`config.mk`:
```
export PLATFORM = sky130hd
export DESIGN_NAME = n8255_prn_ctl
export DESIGN_NICKNAME = d
export VERILOG_FILES = /design/src/rtl/n8255_prn_ctl.sv
export SDC_FILE = /design/constraint.sdc
export NUM_CORES = 1
export LEC_CHECK = 0
export ABC_AREA = 1
export CAP_MARGIN = 30
export CORE_MARGIN = 2
export CORE_UTILIZATION = 31
export DETAILED_ROUTE_END_ITERATION = 6
export GPL_TIMING_DRIVEN = 0
export PLACE_DENSITY_LB_ADDON = 0.08
export REMOVE_ABC_BUFFERS = 1
export SLEW_MARGIN = 15
export SYNTH_ARGS = -nofsm -noshare
export SYNTH_HDL_FRONTEND = slang
export SYNTH_SLANG_ARGS = --single-unit
export TNS_END_PERCENT = 10
```
`constraint.sdc`:
```
create_clock -name clk -period 2.4 [get_ports clk]
set_input_delay 0.48 -clock clk [delete_from_list [all_inputs] [get_ports clk]]
set_output_delay 0.48 -clock clk [all_outputs]
set_load 0.005 [all_outputs]
```
`src/rtl/n8255_prn_ctl.sv`:
```
// Centronics printer controller: buffers host bytes and drives an 8255 PPI bus master through the strobe handshake.
// Define N8255_PRN_BUSY_CHECK_EN to build the BUSY polling state and PRN_BUSY sampling.
module n8255_prn_ctl #(
    parameter int unsigned STB_BIT   = 0,
    parameter int unsigned BUSY_BIT  = 0,
    parameter int unsigned STB_WIDTH = 8
) (
    input  logic       clk,
    input  logic       reset,
    input  logic       tx_valid,
    input  logic [7:0] tx_data,
    output logic       tx_ready,
    output logic       tx_empty,
    output logic       prn_busy,
    output logic       ppi_cs,
    output logic       ppi_wr,
    output logic [1:0] ppi_addr,
    output logic [7:0] ppi_wdata,
    input  logic [7:0] ppi_rdata,
    input  logic       ppi_wait_n
);

    localparam int unsigned DEPTH  = 4;
    localparam int unsigned PTR_W  = 2;
    localparam int unsigned CNT_W  = 3;
    localparam int unsigned HOLD_W = 8;
    localparam int unsigned DATA_W = 8;

    localparam logic [1:0] ADDR_PA  = 2'd0;
    localparam logic [1:0] ADDR_PB  = 2'd1;
    localparam logic [1:0] ADDR_CTL = 2'd3;

    // Port C bit set/reset control words: bit0 selects set (strobe released) or reset (strobe asserted).
    localparam logic [DATA_W-1:0] STB_HIGH  = {4'b0000, 3'(STB_BIT), 1'b1};
    localparam logic [DATA_W-1:0] STB_LOW   = {4'b0000, 3'(STB_BIT), 1'b0};
    localparam logic [HOLD_W-1:0] HOLD_LAST = HOLD_W'(STB_WIDTH - 1);

    typedef enum logic [2:0] {
        S_INIT, S_IDLE, S_POLL, S_DATA, S_STB_LO, S_HOLD, S_STB_HI, S_GAP
    } state_t;

    state_t state, state_nxt;

    logic [DATA_W-1:0] mem [DEPTH];
    logic [PTR_W-1:0]  wptr, rptr;
    logic [CNT_W-1:0]  count, count_nxt;
    logic [HOLD_W-1:0] hold_cnt;
    logic              push, pop, commit;
    logic              cs_nxt, wr_nxt;
    logic [1:0]        addr_nxt;
    logic [DATA_W-1:0] wdata_nxt;
    logic              unused_rdata;

`ifdef N8255_PRN_BUSY_CHECK_EN
    logic rd_busy;
    logic gap_poll;
    assign rd_busy = ppi_rdata[BUSY_BIT];
`endif

    assign unused_rdata = ^{ppi_rdata, ppi_rdata[BUSY_BIT]};

    // An access commits on the cycle the slave returns ready while chip select is up.
    assign commit    = ppi_cs && ppi_wait_n;
    assign push      = tx_valid && tx_ready;
    assign pop       = (state == S_DATA) && commit;
    assign count_nxt = count + CNT_W'(push) - CNT_W'(pop);

    always_ff @(posedge clk) begin
        if (reset) state <= S_INIT;
        else       state <= state_nxt;
    end

    always_comb begin
        state_nxt = state;
        case (state)
            S_INIT:   if (commit) state_nxt = S_IDLE;
`ifdef N8255_PRN_BUSY_CHECK_EN
            S_IDLE:   if (count != '0) state_nxt = S_POLL;
            S_POLL:   if (commit) state_nxt = rd_busy ? S_GAP : S_DATA;
`else
            S_IDLE:   if (count != '0) state_nxt = S_DATA;
`endif
            S_DATA:   if (commit) state_nxt = S_STB_LO;
            S_STB_LO: if (commit) state_nxt = S_HOLD;
            S_HOLD:   if (hold_cnt == HOLD_LAST) state_nxt = S_STB_HI;
            S_STB_HI: if (commit) state_nxt = S_GAP;
`ifdef N8255_PRN_BUSY_CHECK_EN
            S_GAP:    state_nxt = gap_poll ? S_POLL : S_IDLE;
`else
            S_GAP:    state_nxt = S_IDLE;
`endif
            default:  state_nxt = S_INIT;
        endcase
    end

    // Next bus values; a commit always forces one chip-select-low cycle before the next access.
    always_comb begin
        cs_nxt    = 1'b0;
        wr_nxt    = 1'b0;
        addr_nxt  = ppi_addr;
        wdata_nxt = ppi_wdata;
        if (!commit) begin
            case (state_nxt)
                S_INIT, S_STB_HI: begin
                    cs_nxt = 1'b1; wr_nxt = 1'b1; addr_nxt = ADDR_CTL; wdata_nxt = STB_HIGH;
                end
`ifdef N8255_PRN_BUSY_CHECK_EN
                S_POLL: begin
                    cs_nxt = 1'b1; wr_nxt = 1'b0; addr_nxt = ADDR_PB; wdata_nxt = '0;
                end
`endif
                S_DATA: begin
                    cs_nxt = 1'b1; wr_nxt = 1'b1; addr_nxt = ADDR_PA; wdata_nxt = mem[rptr];
                end
                S_STB_LO: begin
                    cs_nxt = 1'b1; wr_nxt = 1'b1; addr_nxt = ADDR_CTL; wdata_nxt = STB_LOW;
                end
                default: ;
            endcase
        end
    end

    always_ff @(posedge clk) begin
        if (push) mem[wptr] <= tx_data;
    end

    always_ff @(posedge clk) begin
        if (reset) begin
            ppi_cs    <= 1'b0;
            ppi_wr    <= 1'b0;
            ppi_addr  <= '0;
            ppi_wdata <= '0;
            tx_ready  <= 1'b0;
            tx_empty  <= 1'b0;
            prn_busy  <= 1'b0;
            wptr      <= '0;
            rptr      <= '0;
            count     <= '0;
            hold_cnt  <= '0;
`ifdef N8255_PRN_BUSY_CHECK_EN
            gap_poll  <= 1'b0;
`endif
        end else begin
            ppi_cs    <= cs_nxt;
            ppi_wr    <= wr_nxt;
            ppi_addr  <= addr_nxt;
            ppi_wdata <= wdata_nxt;
            count     <= count_nxt;
            tx_ready  <= (count_nxt != CNT_W'(DEPTH));
            tx_empty  <= (state_nxt == S_IDLE) && (count_nxt == '0);
            hold_cnt  <= (state == S_HOLD) ? hold_cnt + HOLD_W'(1) : '0;
            if (push) wptr <= wptr + PTR_W'(1);
            if (pop)  rptr <= rptr + PTR_W'(1);
`ifdef N8255_PRN_BUSY_CHECK_EN
            if ((state == S_POLL) && commit) begin
                prn_busy <= rd_busy;
                gap_poll <= rd_busy;
            end
`else
            prn_busy  <= 1'b0;
`endif
        end
    end

endmodule

```
==> impl_metrics.sql, run 1 <==
INSERT INTO impl_metrics (metric_group, metric, value, unit) VALUES
('outcome', 'status', 'completed', ''),
('floorplanning', 'io_pins', '35', ''),
('pwr', 'report.power.total', '2574', 'uW'),
('routing', 'viasPerCell', '4.548', ''),
('synthesis', 'yosys.area.top_type_share', '36.14', '%'),
('global_routing', 'grt_pass1_vias', '1724', ''),
('flow_run', 'max_cap_violations', '0', ''),
('layout', 'drive_above_1_share', '17.11', '%'),
('sta', 'hold_viol', '0', ''),
('clock_tree', 'clock_tree_from_tritoncts', 'yes', ''),
('synthesis', 'synthCells', '261', ''),
('pwr', 'sequentialPowerShare', '47.0', '%'),
('sta', 'slew_violations', '0', ''),
('worst_setup_path', 'end_kind', 'flip-flop', ''),
('sta', 'timing_worst_slew_pin_value', '0.8156', 'ns'),
('synthesis', 'postSynthAreaPerCell', '10.19', 'um^2'),
('routing', 'routed_wirelength', '5222', 'um'),
('floorplanning', 'dieArea', '0.009333', 'mm^2'),
('routing', 'route.layer.met1.wl', '2473', 'um'),
('layout', 'final-instance-count-excl-fill', '403', ''),
('worst_setup_path', 'start_kind', 'flip-flop', ''),
('routing', 'initialDrtViolationCount', '68', ''),
('synthesis', 'yosys_register_bits', '64', ''),
('pwr', 'vdd_ir_drop_max', '0.2489', 'mV'),
('layout', 'nNetsFinal', '321', ''),
('worst_setup_path', 'crit_path_max_fanout', '4', ''),
('sta', 'layout_worst_path_cycle_share', '95.95', '%'),
('global_routing', 'grt-ovfl-total', '0', ''),
('pwr', 'pwr_density_cell', '770.8', 'mW/mm^2'),
('floorplanning', 'die_h', '96.61', 'um'),
('clock_tree', 'cts.path.max_buffers', '2', ''),
('routing', 'first_pass_iters', '4', ''),
('layout', 'antenna_cells', '0', ''),
('routing', 'drt_drc_violations_left', '0', ''),
('synthesis', 'synth.distinct_cells', '32', ''),
('layout', 'area_delta_synth_final', '25.60', '%'),
('placement', 'port-buffer-count', '25', ''),
('pwr', 'power.internal', '1989', 'uW'),
('placement', 'detailed_place_hpwl', '3449', 'um'),
('global_routing', 'grt_pass1_wl', '8611', 'um'),
('routing', 'vias', '1833', ''),
('synthesis', 'synth.top_cells.by_area', 'sky130_fd_sc_hd__edfxtp_1, sky130_fd_sc_hd__dfxtp_1, sky130_fd_sc_hd__nor2_1, sky130_fd_sc_hd__o21ai_0, sky130_fd_sc_hd__nand3_1', ''),
('global_routing', 'initial_antenna_violation_count', '0', ''),
('routing', 'routed-wl-met3', '252', 'um'),
('global_routing', 'groute.usage.overall', '11.82', '%'),
('routing', 'wl_per_cell', '12.96', 'um'),
('sta', 'clock-skew-final', '0.007459', 'ns'),
('synthesis', 'synth_area', '0.002659', 'mm^2'),
('clock_tree', 'reg_clk_slew_reported_paths', '0.08', 'ns'),
('clock_tree', 'ctsHtreeMaxLevel', '3', ''),
('sta', 'slew_headroom', '45.43', '%'),
('placement', 'post-place-cells', '380', ''),
('pwr', 'leakagePower', '0.001242', 'uW'),
('clock_tree', 'cts_buffers', '9', ''),
('floorplanning', 'floorplan.initialDensity', '32.20', '%'),
('global_routing', 'grt_start_max_net_pins', '19', ''),
('floorplanning', 'die_span_x', '96.61', 'um'),
('routing', 'max_used_layer', 'met4', ''),
('worst_setup_path', 'critical_path_required', '2.66', 'ns'),
('hold_path', 'worst_hold_path_type', 'reg -> reg', ''),
('sta', 'maxClockFrequency', '0.4342', 'GHz'),
('sta', 'report.final.setup_viol', '0', ''),
('floorplanning', 'num_rows', '33', ''),
('routing', 'number_of_antenna_violating_nets_in_the_routed_design', '0', ''),
('worst_setup_path', 'timing.critical_path.arrival', '2.57', 'ns'),
('worst_setup_path', 'critical_path_class', 'reg -> reg', ''),
('routing', 'detailed_route_wirelength_on_metal2', '2464', 'um'),
('synthesis', 'fraction_of_the_yosys_area_taken_by_sequential_cells', '60.24', '%'),
('pwr', 'power.switching_fraction', '22.73', '%'),
('clock_tree', 'worstSkewPairLatency', '0.33', 'ns'),
('clock_tree', 'cts_root_buffer', 'sky130_fd_sc_hd__clkbuf_8', ''),
('sta', 'min_period', '2.303', 'ns'),
('clock_tree', 'cts.sink_count', '64', ''),
('synthesis', 'synth-warning-count', '0', ''),
('pwr', 'netSwitchingPower', '585.2', 'uW'),
('worst_setup_path', 'reg2reg_setup_slack', '0.1', 'ns'),
('clock_tree', 'cts_hold_repair.buffers', '0', ''),
('pwr', 'p_comb_share', '8.7', '%'),
('floorplanning', 'design.core.area', '0.008258', 'mm^2'),
('placement', 'gpl.final_weighted_congestion', '0.7572', ''),
('synthesis', 'yosys.area.top_type', 'sky130_fd_sc_hd__edfxtp_1', ''),
('pwr', 'pwr-share-clk', '44.3', '%');
final cells by class:
cell class                 count  area (um^2)
fill                         820         4918
sequential                    64         1609
multi-input combinational    160        944.7
timing repair buffer          32        307.8
tap                          105        131.4
clock inverter                 7        125.1
clock buffer                   9        123.9
inverter                      26        97.59
logic make-up after synthesis:
kind of cell / Yosys count / synth area share (%)
simple gates: 94 / 16.42
xor+xnor: 4 / 1.318
compound gates: 53 / 11.25
buf+inv: 37 / 6.588
other cells: 1 / 0.1410
flops: 64 / 60.24
fa+ha+maj: 8 / 4.047
synth_stat cells, drive strengths merged:
cell and instances:
dfxtp 32, a21oi 18, xor2 3, o21ai 27, nand3b 1, o22ai 7
ha 7, nand3 19, clkbuf 3, edfxtp 32, o211ai 1, xnor2 1
conb 1, fa 1, inv 26, nand2 27, buf 8, nor3 4
nand4 2, nor3b 1, nor2 40
placed cells by master, fill, tap and decap left out, types with 2 or more instances in the layout:
cell type and n:
sky130_fd_sc_hd__buf_4 7, sky130_fd_sc_hd__nand3_1 17, sky130_fd_sc_hd__inv_2 3, sky130_fd_sc_hd__dfxtp_4 2, sky130_fd_sc_hd__ha_1 5, sky130_fd_sc_hd__nor2_1 39
sky130_fd_sc_hd__bufinv_16 3, sky130_fd_sc_hd__nor3_2 3, sky130_fd_sc_hd__clkbuf_8 9, sky130_fd_sc_hd__inv_6 3, sky130_fd_sc_hd__nand4_1 2, sky130_fd_sc_hd__nand3_2 2
sky130_fd_sc_hd__a21oi_2 3, sky130_fd_sc_hd__nand2_4 3, sky130_fd_sc_hd__o21ai_0 25, sky130_fd_sc_hd__a21oi_1 15, sky130_fd_sc_hd__nand2_2 5, sky130_fd_sc_hd__nand2_1 19
sky130_fd_sc_hd__o22ai_1 7, sky130_fd_sc_hd__dfxtp_1 30, sky130_fd_sc_hd__dlymetal6s2s_1 2, sky130_fd_sc_hd__edfxtp_1 32, sky130_fd_sc_hd__xor2_1 3, sky130_fd_sc_hd__inv_1 23
sky130_fd_sc_hd__clkdlybuf4s50_1 23
power by group through the flow:
| stage | sequential [uW] | combinational, uW | clock [uW] |
|---|---|---|---|
| final | 1210 | 224 | 1140 |
| after global routing | 1220 | 248 | 1230 |
| after CTS | 1210 | 206 | 1180 |
| after detailed placement | 1230 | 201 | 0 |
| after global placement | 1230 | 201 | 0 |
| after floorplan | 1230 | 108 | 0 |
repair_timing:
action                     4_1_cts  5_1_grt
setup buffers                    1        6
gates resized for setup          7       13
setup endpoints to repair        3        3
pin swaps                        2        7
per-stage QoR:
step	TNS, ns	area [um^2]	setup slack (ns)	hold slack, ns	utilization (%)
floorplan	0	2581	0.1591	0.4175	-
global placement	-1.262	2963	-0.4220	0.4373	35.88
detailed placement	-1.294	2963	-0.4421	0.4409	35.88
CTS	0	3242	0.01533	0.4599	39.26
global route	-0.008178	3339	-0.008178	0.4728	40.44
finish	0	3339	0.09715	0.4504	40.44
state kept, by name, summed over array words and instances (netlist names), named ones only:
register,count
wptr,2
count,3
ppi_addr,1
mem,32
state,3
tx_empty,1
rptr,2
ppi_wr,1
tx_ready,1
hold_cnt,8
ppi_wdata,8
critical path: stages, from the launching register on:
cell and delay (ns):
sky130_fd_sc_hd__dfxtp_4 0.38, sky130_fd_sc_hd__nand2_4 0.06, sky130_fd_sc_hd__nor2_4 0.11, sky130_fd_sc_hd__nand3_2 0.11, sky130_fd_sc_hd__inv_2 0.09, sky130_fd_sc_hd__ha_4 0.19, sky130_fd_sc_hd__inv_1 0.05, sky130_fd_sc_hd__ha_2 0.16
sky130_fd_sc_hd__inv_2 0.04, sky130_fd_sc_hd__fa_2 0.37, sky130_fd_sc_hd__xnor2_2 0.15, sky130_fd_sc_hd__xor2_1 0.25, sky130_fd_sc_hd__nand2_1 0.12, sky130_fd_sc_hd__nor3_2 0.16
final timing paths:
check / endpoint / start / depth (start not counted)
setup / recovery: tx_empty / state[0] / 13
hold / removal: hold_cnt[0] / hold_cnt[0] / 1
setup reg to reg: tx_empty / state[0] / 13
hold reg to reg: hold_cnt[0] / hold_cnt[0] / 1
per-layer routing:
metal | up-vias | track usage, %
met5 | - | 0
li1 | 948 | -
met1 | 841 | 15.35
met3 | 2 | 4.552
met2 | 42 | 18.48
met4 | 0 | 3.250
No activity file was read; power rests on OpenSTA's default activity.
==> inputs of run 2 (changes only) <==
--- a/config.mk
+++ b/config.mk
@@ -5,10 +5,11 @@
 export SDC_FILE = /design/constraint.sdc
 export NUM_CORES = 1
 export LEC_CHECK = 0
-export ABC_AREA = 1
+export ABC_AREA = 0
 export CAP_MARGIN = 30
 export CORE_MARGIN = 2
 export CORE_UTILIZATION = 31
+export CTS_CLUSTER_SIZE = 10
 export DETAILED_ROUTE_END_ITERATION = 6
 export GPL_TIMING_DRIVEN = 0
 export PLACE_DENSITY_LB_ADDON = 0.08
==> impl_metrics.sql, run 2 <==
INSERT INTO impl_metrics (metric_group, metric, value, unit) VALUES
('floorplanning', 'design.core.area', '0.008134', 'mm^2'),
('pwr', 'sequentialPowerShare', '54.2', '%'),
('clock_tree', 'clock_tree_from_tritoncts', 'yes', ''),
('clock_tree', 'cts_hold_repair.buffers', '0', ''),
('pwr', 'pwr_density_cell', '708.7', 'mW/mm^2'),
('sta', 'hold_viol', '0', ''),
('layout', 'nNetsFinal', '243', ''),
('floorplanning', 'die_h', '95.12', 'um'),
('sta', 'maxClockFrequency', '0.4476', 'GHz'),
('pwr', 'power.switching_fraction', '24.68', '%'),
('sta', 'fin_tns_setup', '0', 'ns'),
('floorplanning', 'dieArea', '0.009047', 'mm^2'),
('synthesis', 'synth.distinct_cells', '43', ''),
('placement', 'post-place-cells', '307', ''),
('worst_setup_path', 'critical_path_required', '2.60', 'ns'),
('synthesis', 'commonest_cells_in_the_synthesized_netlist', 'sky130_fd_sc_hd__dfxtp_1, sky130_fd_sc_hd__edfxtp_1, sky130_fd_sc_hd__nor2_1', ''),
('sta', 'report.final.setup_viol', '0', ''),
('global_routing', 'grt_pass1_wl', '7624', 'um'),
('layout', 'layout.cell_area.non_filler', '0.003152', 'mm^2'),
('routing', 'vias', '1531', ''),
('pwr', 'netSwitchingPower', '551.2', 'uW'),
('global_routing', 'grt-ovfl-total', '0', ''),
('synthesis', 'synthCells', '187', ''),
('synthesis', 'fraction_of_the_yosys_area_taken_by_sequential_cells', '62.23', '%'),
('clock_tree', 'cts.sink_count', '64', ''),
('clock_tree', 'ctsHtreeMaxLevel', '3', ''),
('routing', 'initialDrtViolationCount', '44', ''),
('synthesis', 'synth-warning-count', '0', ''),
('worst_setup_path', 'worstReg2RegStart', 'state[2]', ''),
('layout', 'final_cell_mix', 'sky130_fd_sc_hd__edfxtp_1, sky130_fd_sc_hd__dfxtp_1, sky130_fd_sc_hd__clkdlybuf4s50_1, sky130_fd_sc_hd__nor2_1, sky130_fd_sc_hd__clkbuf_8', ''),
('routing', 'wl_per_cell', '14.37', 'um'),
('synthesis', 'yosys.area.top_type_share', '37.34', '%'),
('placement', 'detailed_place_hpwl', '3161', 'um'),
('global_routing', 'initial_antenna_violation_count', '0', ''),
('synthesis', 'most_used_flip_flop_cell_after_synthesis', 'sky130_fd_sc_hd__edfxtp_1', ''),
('placement', 'port-buffer-count', '25', ''),
('routing', 'first_pass_iters', '4', ''),
('worst_setup_path', 'end_kind', 'flip-flop', ''),
('worst_setup_path', 'critical_path_class', 'reg -> reg', ''),
('layout', 'drive_above_1_share', '19.55', '%'),
('sta', 'min_period', '2.234', 'ns'),
('layout', 'final-instance-count-excl-fill', '325', ''),
('outcome', 'status', 'completed', ''),
('sta', 'slew_violations', '0', ''),
('pwr', 'pwr-share-clk', '37.5', '%'),
('synthesis', 'synth.top_cells.by_area', 'sky130_fd_sc_hd__edfxtp_1, sky130_fd_sc_hd__dfxtp_1, sky130_fd_sc_hd__mux4_2, sky130_fd_sc_hd__ha_1, sky130_fd_sc_hd__nor2_1', ''),
('clock_tree', 'cts_root_buffer', 'sky130_fd_sc_hd__clkbuf_8', ''),
('floorplanning', 'die_span_x', '95.12', 'um'),
('worst_setup_path', 'setup.worst_path.start', 'state[2]', ''),
('hold_path', 'min_from', 'hold_cnt[0]', ''),
('pwr', 'p_comb_share', '8.3', '%'),
('sta', 'slew_headroom', '53.22', '%'),
('global_routing', 'grt_pass1_vias', '1515', ''),
('pwr', 'power.internal', '1683', 'uW'),
('routing', 'number_of_antenna_violating_nets_in_the_routed_design', '0', ''),
('synthesis', 'yosys_register_bits', '64', ''),
('sta', 'layout_worst_path_cycle_share', '93.09', '%'),
('layout', 'area_delta_synth_final', '22.46', '%'),
('flow_run', 'max_cap_violations', '0', ''),
('sta', 'rsz0062_at_grt', 'false', ''),
('placement', 'gpl.final_weighted_congestion', '0.7916', ''),
('layout', 'antenna_cells', '0', ''),
('worst_setup_path', 'crit_path_max_fanout', '7', ''),
('layout', 'top_regs', 'mem x32, hold_cnt x8, ppi_wdata x8', ''),
('sta', 'timing_worst_slew_pin_value', '0.6995', 'ns'),
('sta', 'clock-skew-final', '0.01018', 'ns'),
('synthesis', 'postSynthAreaPerCell', '13.76', 'um^2'),
('worst_setup_path', 'timing.critical_path.arrival', '2.44', 'ns'),
('clock_tree', 'reg_clk_slew_reported_paths', '0.07', 'ns'),
('clock_tree', 'cts.path.max_buffers', '2', ''),
('worst_setup_path', 'start_kind', 'flip-flop', ''),
('routing', 'routed_wirelength', '4670', 'um'),
('synthesis', 'synth_enable_flop_cells', '32', ''),
('routing', 'drt_drc_violations_left', '0', ''),
('synthesis', 'async_flop_share', '0', '%'),
('clock_tree', 'cts_buffers', '9', ''),
('hold_path', 'worst_hold_path_type', 'reg -> reg', ''),
('global_routing', 'groute.usage.overall', '11.95', '%'),
('floorplanning', 'io_pins', '35', ''),
('synthesis', 'yosys.area.top_type', 'sky130_fd_sc_hd__edfxtp_1', ''),
('floorplanning', 'floorplan.initialDensity', '31.64', '%'),
('layout', 'final_common_cell', 'sky130_fd_sc_hd__edfxtp_1', ''),
('clock_tree', 'worstSkewPairLatency', '0.35', 'ns'),
('pwr', 'leakagePower', '0.001049', 'uW'),
('pwr', 'vdd_ir_drop_max', '0.2687', 'mV'),
('global_routing', 'grt_start_max_net_pins', '19', ''),
('routing', 'viasPerCell', '4.711', ''),
('floorplanning', 'num_rows', '33', ''),
('placement', 'placedInstanceArea', '0.002905', 'mm^2'),
('layout', 'largest_reg_flops', '32', ''),
('layout', 'regMostFlops', 'mem', ''),
('synthesis', 'synth_area', '0.002574', 'mm^2');
run 2: cell count changes in the layout (fill, tap and decap cells not counted), sizes merged, moves of 7 or more:
cell / delta
nand2: -22
a21oi: -13
nor2: -20
inv: -21
a22o: +7
mux4: +8
o21ai: -25
nand3: -14
run 2: cell type report:
| class | count | area (um^2) |
|---|---|---|
| clock buffers | 10 | 137.6 |
| repair buffers | 27 | 264.0 |
| flip-flops and latches | 64 | 1614 |
| well taps | 105 | 131.4 |
| multi-input cells | 105 | 929.6 |
| fillers | 754 | 4982 |
| inverters | 8 | 30.03 |
| clock inverters | 6 | 45.04 |
run 2: worst paths after layout:
path	to	slack, ns	cells after the start
max	tx_ready	0.17	12
min	hold_cnt[0]	0.47	1
max reg2reg	tx_ready	0.17	12
min reg2reg	hold_cnt[0]	0.47	1
run 2: per-layer routing:
layer	routed length (um)	up-vias	track usage (%)	share of wire [%]
met1	2238	751	15.15	48
met4	112	0	6.884	2.4
li1	-	742	-	-
met5	0	-	0	0
met2	2138	28	17.55	46
met3	181	10	4.348	3.9
run 2: power by group through the flow:
stage               clock [uW]  sequential [uW]  combinational, uW
finish                     838             1210                185
global route               919             1210                204
CTS                        862             1210                184
detailed placement           0             1230                177
global placement             0             1230                173
floorplan                    0             1230               93.2
run 2: kinds of logic (layout without fill, tap and decap cells):
kind of cell / Yosys count / count (layout) / share of synthesized area (%)
mux: 8 / 8 / 7.000
flops: 64 / 64 / 62.23
simple gates: 56 / 56 / 12.69
other cells: 1 / 1 / 0.1457
xor+xnor: 10 / 10 / 3.403
compound gates: 22 / 22 / 7.244
fa+ha+maj: 8 / 8 / 4.181
buf+inv: 18 / 51 / 3.111
run 2: timing repair:
action	in CTS	in global routing
setup buffers	2	0
pin swaps	2	2
resized for setup	11	8
setup endpoints to repair	3	3
run 2: worst max-delay path, cell delays in order (launching register included):
cell and delay (ns):
sky130_fd_sc_hd__dfxtp_4 0.36, sky130_fd_sc_hd__nand2b_4 0.17, sky130_fd_sc_hd__nor2_4 0.12, sky130_fd_sc_hd__ha_1 0.23, sky130_fd_sc_hd__inv_1 0.05, sky130_fd_sc_hd__ha_1 0.12, sky130_fd_sc_hd__inv_1 0.05, sky130_fd_sc_hd__fa_2 0.33
sky130_fd_sc_hd__xor2_1 0.16, sky130_fd_sc_hd__xnor2_1 0.15, sky130_fd_sc_hd__buf_4 0.15, sky130_fd_sc_hd__nor3b_2 0.15, sky130_fd_sc_hd__nor2_1 0.05
run 2: per-stage QoR:
stage | total power, uW | setup WS (ns) | hold slack, ns | utilization (%)
after floorplan | 1324 | -0.01731 | 0.4256 | -
after global placement | 1405 | -0.7729 | 0.4457 | 35.72
after detailed placement | 1412 | -0.8145 | 0.4645 | 35.72
after CTS | 2258 | 0.03628 | 0.4806 | 38.52
after global routing | 2338 | 0.01892 | 0.5065 | 38.75
final | 2234 | 0.1659 | 0.4696 | 38.75
==> inputs of run 3 (changes only) <==
--- a/config.mk
+++ b/config.mk
@@ -7,10 +7,10 @@
 export LEC_CHECK = 0
 export ABC_AREA = 0
 export CAP_MARGIN = 30
-export CORE_MARGIN = 2
 export CORE_UTILIZATION = 31
 export CTS_CLUSTER_SIZE = 10
 export DETAILED_ROUTE_END_ITERATION = 6
+export GPL_ROUTABILITY_DRIVEN = 1
 export GPL_TIMING_DRIVEN = 0
 export PLACE_DENSITY_LB_ADDON = 0.08
 export REMOVE_ABC_BUFFERS = 1
==> impl_metrics.sql, run 3 (synthesized netlist as in run 2, its figures left out) <==
INSERT INTO impl_metrics (metric_group, metric, value, unit) VALUES
('outcome', 'status', 'completed', ''),
('worst_setup_path', 'path_delay_family', 'adder cells', ''),
('layout', 'final_common_cell', 'sky130_fd_sc_hd__edfxtp_1', ''),
('global_routing', 'groute.usage.overall', '11.86', '%'),
('clock_tree', 'cts.sink_count', '64', ''),
('clock_tree', 'reg_clk_slew_reported_paths', '0.07', 'ns'),
('layout', 'largest_reg_flops', '32', ''),
('routing', 'drt_drc_violations_left', '0', ''),
('clock_tree', 'cts_root_buffer', 'sky130_fd_sc_hd__clkbuf_8', ''),
('global_routing', 'grt_pass1_vias', '1575', ''),
('sta', 'slew_violations', '0', ''),
('worst_setup_path', 'start_kind', 'flip-flop', ''),
('floorplanning', 'dieArea', '0.008670', 'mm^2'),
('layout', 'drive_above_1_share', '22.12', '%'),
('worst_setup_path', 'critPathBufInv', '3', ''),
('worst_setup_path', 'cp_slowest_stage_delay', '0.36', 'ns'),
('sta', 'clock-skew-final', '0.007460', 'ns'),
('floorplanning', 'floorplan.initialDensity', '32.63', '%'),
('worst_setup_path', 'critical_path_depth', '12', ''),
('routing', 'wl_per_cell', '14.73', 'um'),
('worst_setup_path', 'reg2reg_setup_slack', '0.18', 'ns'),
('clock_tree', 'cts.path.max_buffers', '2', ''),
('placement', 'detailed_place_hpwl', '3171', 'um'),
('worst_setup_path', 'crit_chain', 'nand3_4 -> nor2_4 -> ha_1 -> inv_1 -> ha_1 -> inv_1 -> fa_2 -> xor2_1 -> xnor2_1 -> buf_4 -> nor3b_2 -> nor2_1', ''),
('pwr', 'vdd_ir_drop_max', '0.3082', 'mV'),
('worst_setup_path', 'crit_path_max_fanout', '6', ''),
('worst_setup_path', 'critical_path_class', 'reg -> reg', ''),
('floorplanning', 'num_rows', '32', ''),
('floorplanning', 'design.core.area', '0.007888', 'mm^2'),
('flow_run', 'max_cap_violations', '0', ''),
('clock_tree', 'clock_tree_from_tritoncts', 'yes', ''),
('clock_tree', 'cts_buffers', '9', ''),
('clock_tree', 'worstSkewPairLatency', '0.33', 'ns'),
('sta', 'maxClockFrequency', '0.4502', 'GHz'),
('clock_tree', 'ctsHtreeMaxLevel', '3', ''),
('global_routing', 'grt_start_max_net_pins', '19', ''),
('sta', 'timing_worst_slew_pin_value', '0.6910', 'ns'),
('clock_tree', 'cts_hold_repair.buffers', '0', ''),
('layout', 'nNetsFinal', '249', ''),
('hold_path', 'worst_hold_path.num_cells', '1', ''),
('sta', 'hold_viol', '0', ''),
('hold_path', 'worst_hold_path_type', 'reg -> reg', ''),
('layout', 'utilization', '40.96', '%'),
('pwr', 'leakagePower', '0.001098', 'uW'),
('routing', 'initialDrtViolationCount', '40', ''),
('layout', 'final_cell_mix', 'sky130_fd_sc_hd__edfxtp_1, sky130_fd_sc_hd__dfxtp_1, sky130_fd_sc_hd__clkdlybuf4s50_1, sky130_fd_sc_hd__nor2_1, sky130_fd_sc_hd__clkbuf_8', ''),
('sta', 'min_period', '2.221', 'ns'),
('sta', 'slew_headroom', '53.79', '%'),
('routing', 'first_pass_iters', '4', ''),
('global_routing', 'grt-ovfl-total', '0', ''),
('layout', 'regMostFlops', 'mem', ''),
('layout', 'top_regs', 'mem x32, hold_cnt x8, ppi_wdata x8', ''),
('sta', 'report.final.setup_viol', '0', ''),
('worst_setup_path', 'cpMaxStageDelayCell', 'sky130_fd_sc_hd__dfxtp_4', ''),
('layout', 'layout.filler_cells', '743', ''),
('placement', 'gpl.final_weighted_congestion', '0.7723', ''),
('routing', 'number_of_antenna_violating_nets_in_the_routed_design', '0', ''),
('pwr', 'pwr_density_cell', '742.6', 'mW/mm^2'),
('layout', 'area_delta_synth_final', '25.52', '%'),
('sta', 'layout_worst_path_cycle_share', '92.55', '%'),
('routing', 'routed_wirelength', '4832', 'um'),
('worst_setup_path', 'critical_path_required', '2.59', 'ns'),
('global_routing', 'initial_antenna_violation_count', '0', ''),
('worst_setup_path', 'r2r.worst_path.cells', '12', ''),
('placement', 'port-buffer-count', '25', ''),
('worst_setup_path', 'timing.critical_path.arrival', '2.41', 'ns'),
('floorplanning', 'die_span_x', '93.12', 'um'),
('sta', 'whs', '0.4719', 'ns'),
('layout', 'final-instance-count-excl-fill', '328', ''),
('placement', 'post-place-cells', '304', ''),
('floorplanning', 'io_pins', '35', ''),
('routing', 'vias', '1535', ''),
('global_routing', 'grt_pass1_wl', '7728', 'um'),
('routing', 'viasPerCell', '4.680', ''),
('worst_setup_path', 'end_kind', 'flip-flop', ''),
('layout', 'antenna_cells', '0', ''),
('floorplanning', 'die_h', '93.12', 'um');
## run 3: changes by cell type in the layout (fill, tap and decap cells not counted), sizes merged
cell / before / now
dlygate4sd2: 1 / 0
bufinv: 0 / 2
buf: 2 / 8
clkinvlp: 3 / 2
## run 3: layout make-up
class | instances | area (um^2) | area share, %
Clock buffer | 9 | 123.9 | 3.834
Inverter | 8 | 30.03 | 0.9295
Tap cell | 102 | 127.6 | 3.950
Multi-Input combinational cell | 105 | 929.6 | 28.78
Timing Repair Buffer | 33 | 305.3 | 9.450
Clock inverter | 7 | 96.34 | 2.982
Sequential cell | 64 | 1618 | 50.08
## run 3: repair_timing
action / 4_1_cts / 5_1_grt
buffers inserted: 2 / 6
endpoints found under the hold margin: 0 / 0
setup endpoints to repair: 3 / 3
resized for setup: 12 / 11
pin swaps: 2 / 3
cloned: 0 / 0
## run 3: where the power goes
group	internal (uW)	switching, uW	leakage, uW
sequential	1180	26.5	0.000553
combinational	100	91.6	0.000441
clock	584	413	0.000103
## run 3: path summary, 6_finish.rpt
check,from,to
worst max-delay path,state[1],tx_ready
worst min-delay path,hold_cnt[0],hold_cnt[0]
worst min register to register,hold_cnt[0],hold_cnt[0]
worst max register to register,state[1],tx_ready
## run 3: routing by layer
layer | share of wire (%) | global-route usage (%)
met5 | 0 | 0
met4 | 0.60 | 3.077
met3 | 2.5 | 4.553
met2 | 52 | 20.10
met1 | 44 | 14.08
## run 3: per-stage QoR
stage	area [um^2]	setup WS [ns]	setup TNS [ns]	power [uW]
2_1_floorplan	2524	-0.01731	-0.01731	1324
3_3_place_gp	2902	-0.7816	-2.413	1403
3_5_place_dp	2902	-0.8680	-3.009	1412
4_1_cts	3168	0.03051	0	2432
5_1_grt	3231	-0.006695	-0.006695	2505
6_report	3231	0.1787	0	2399
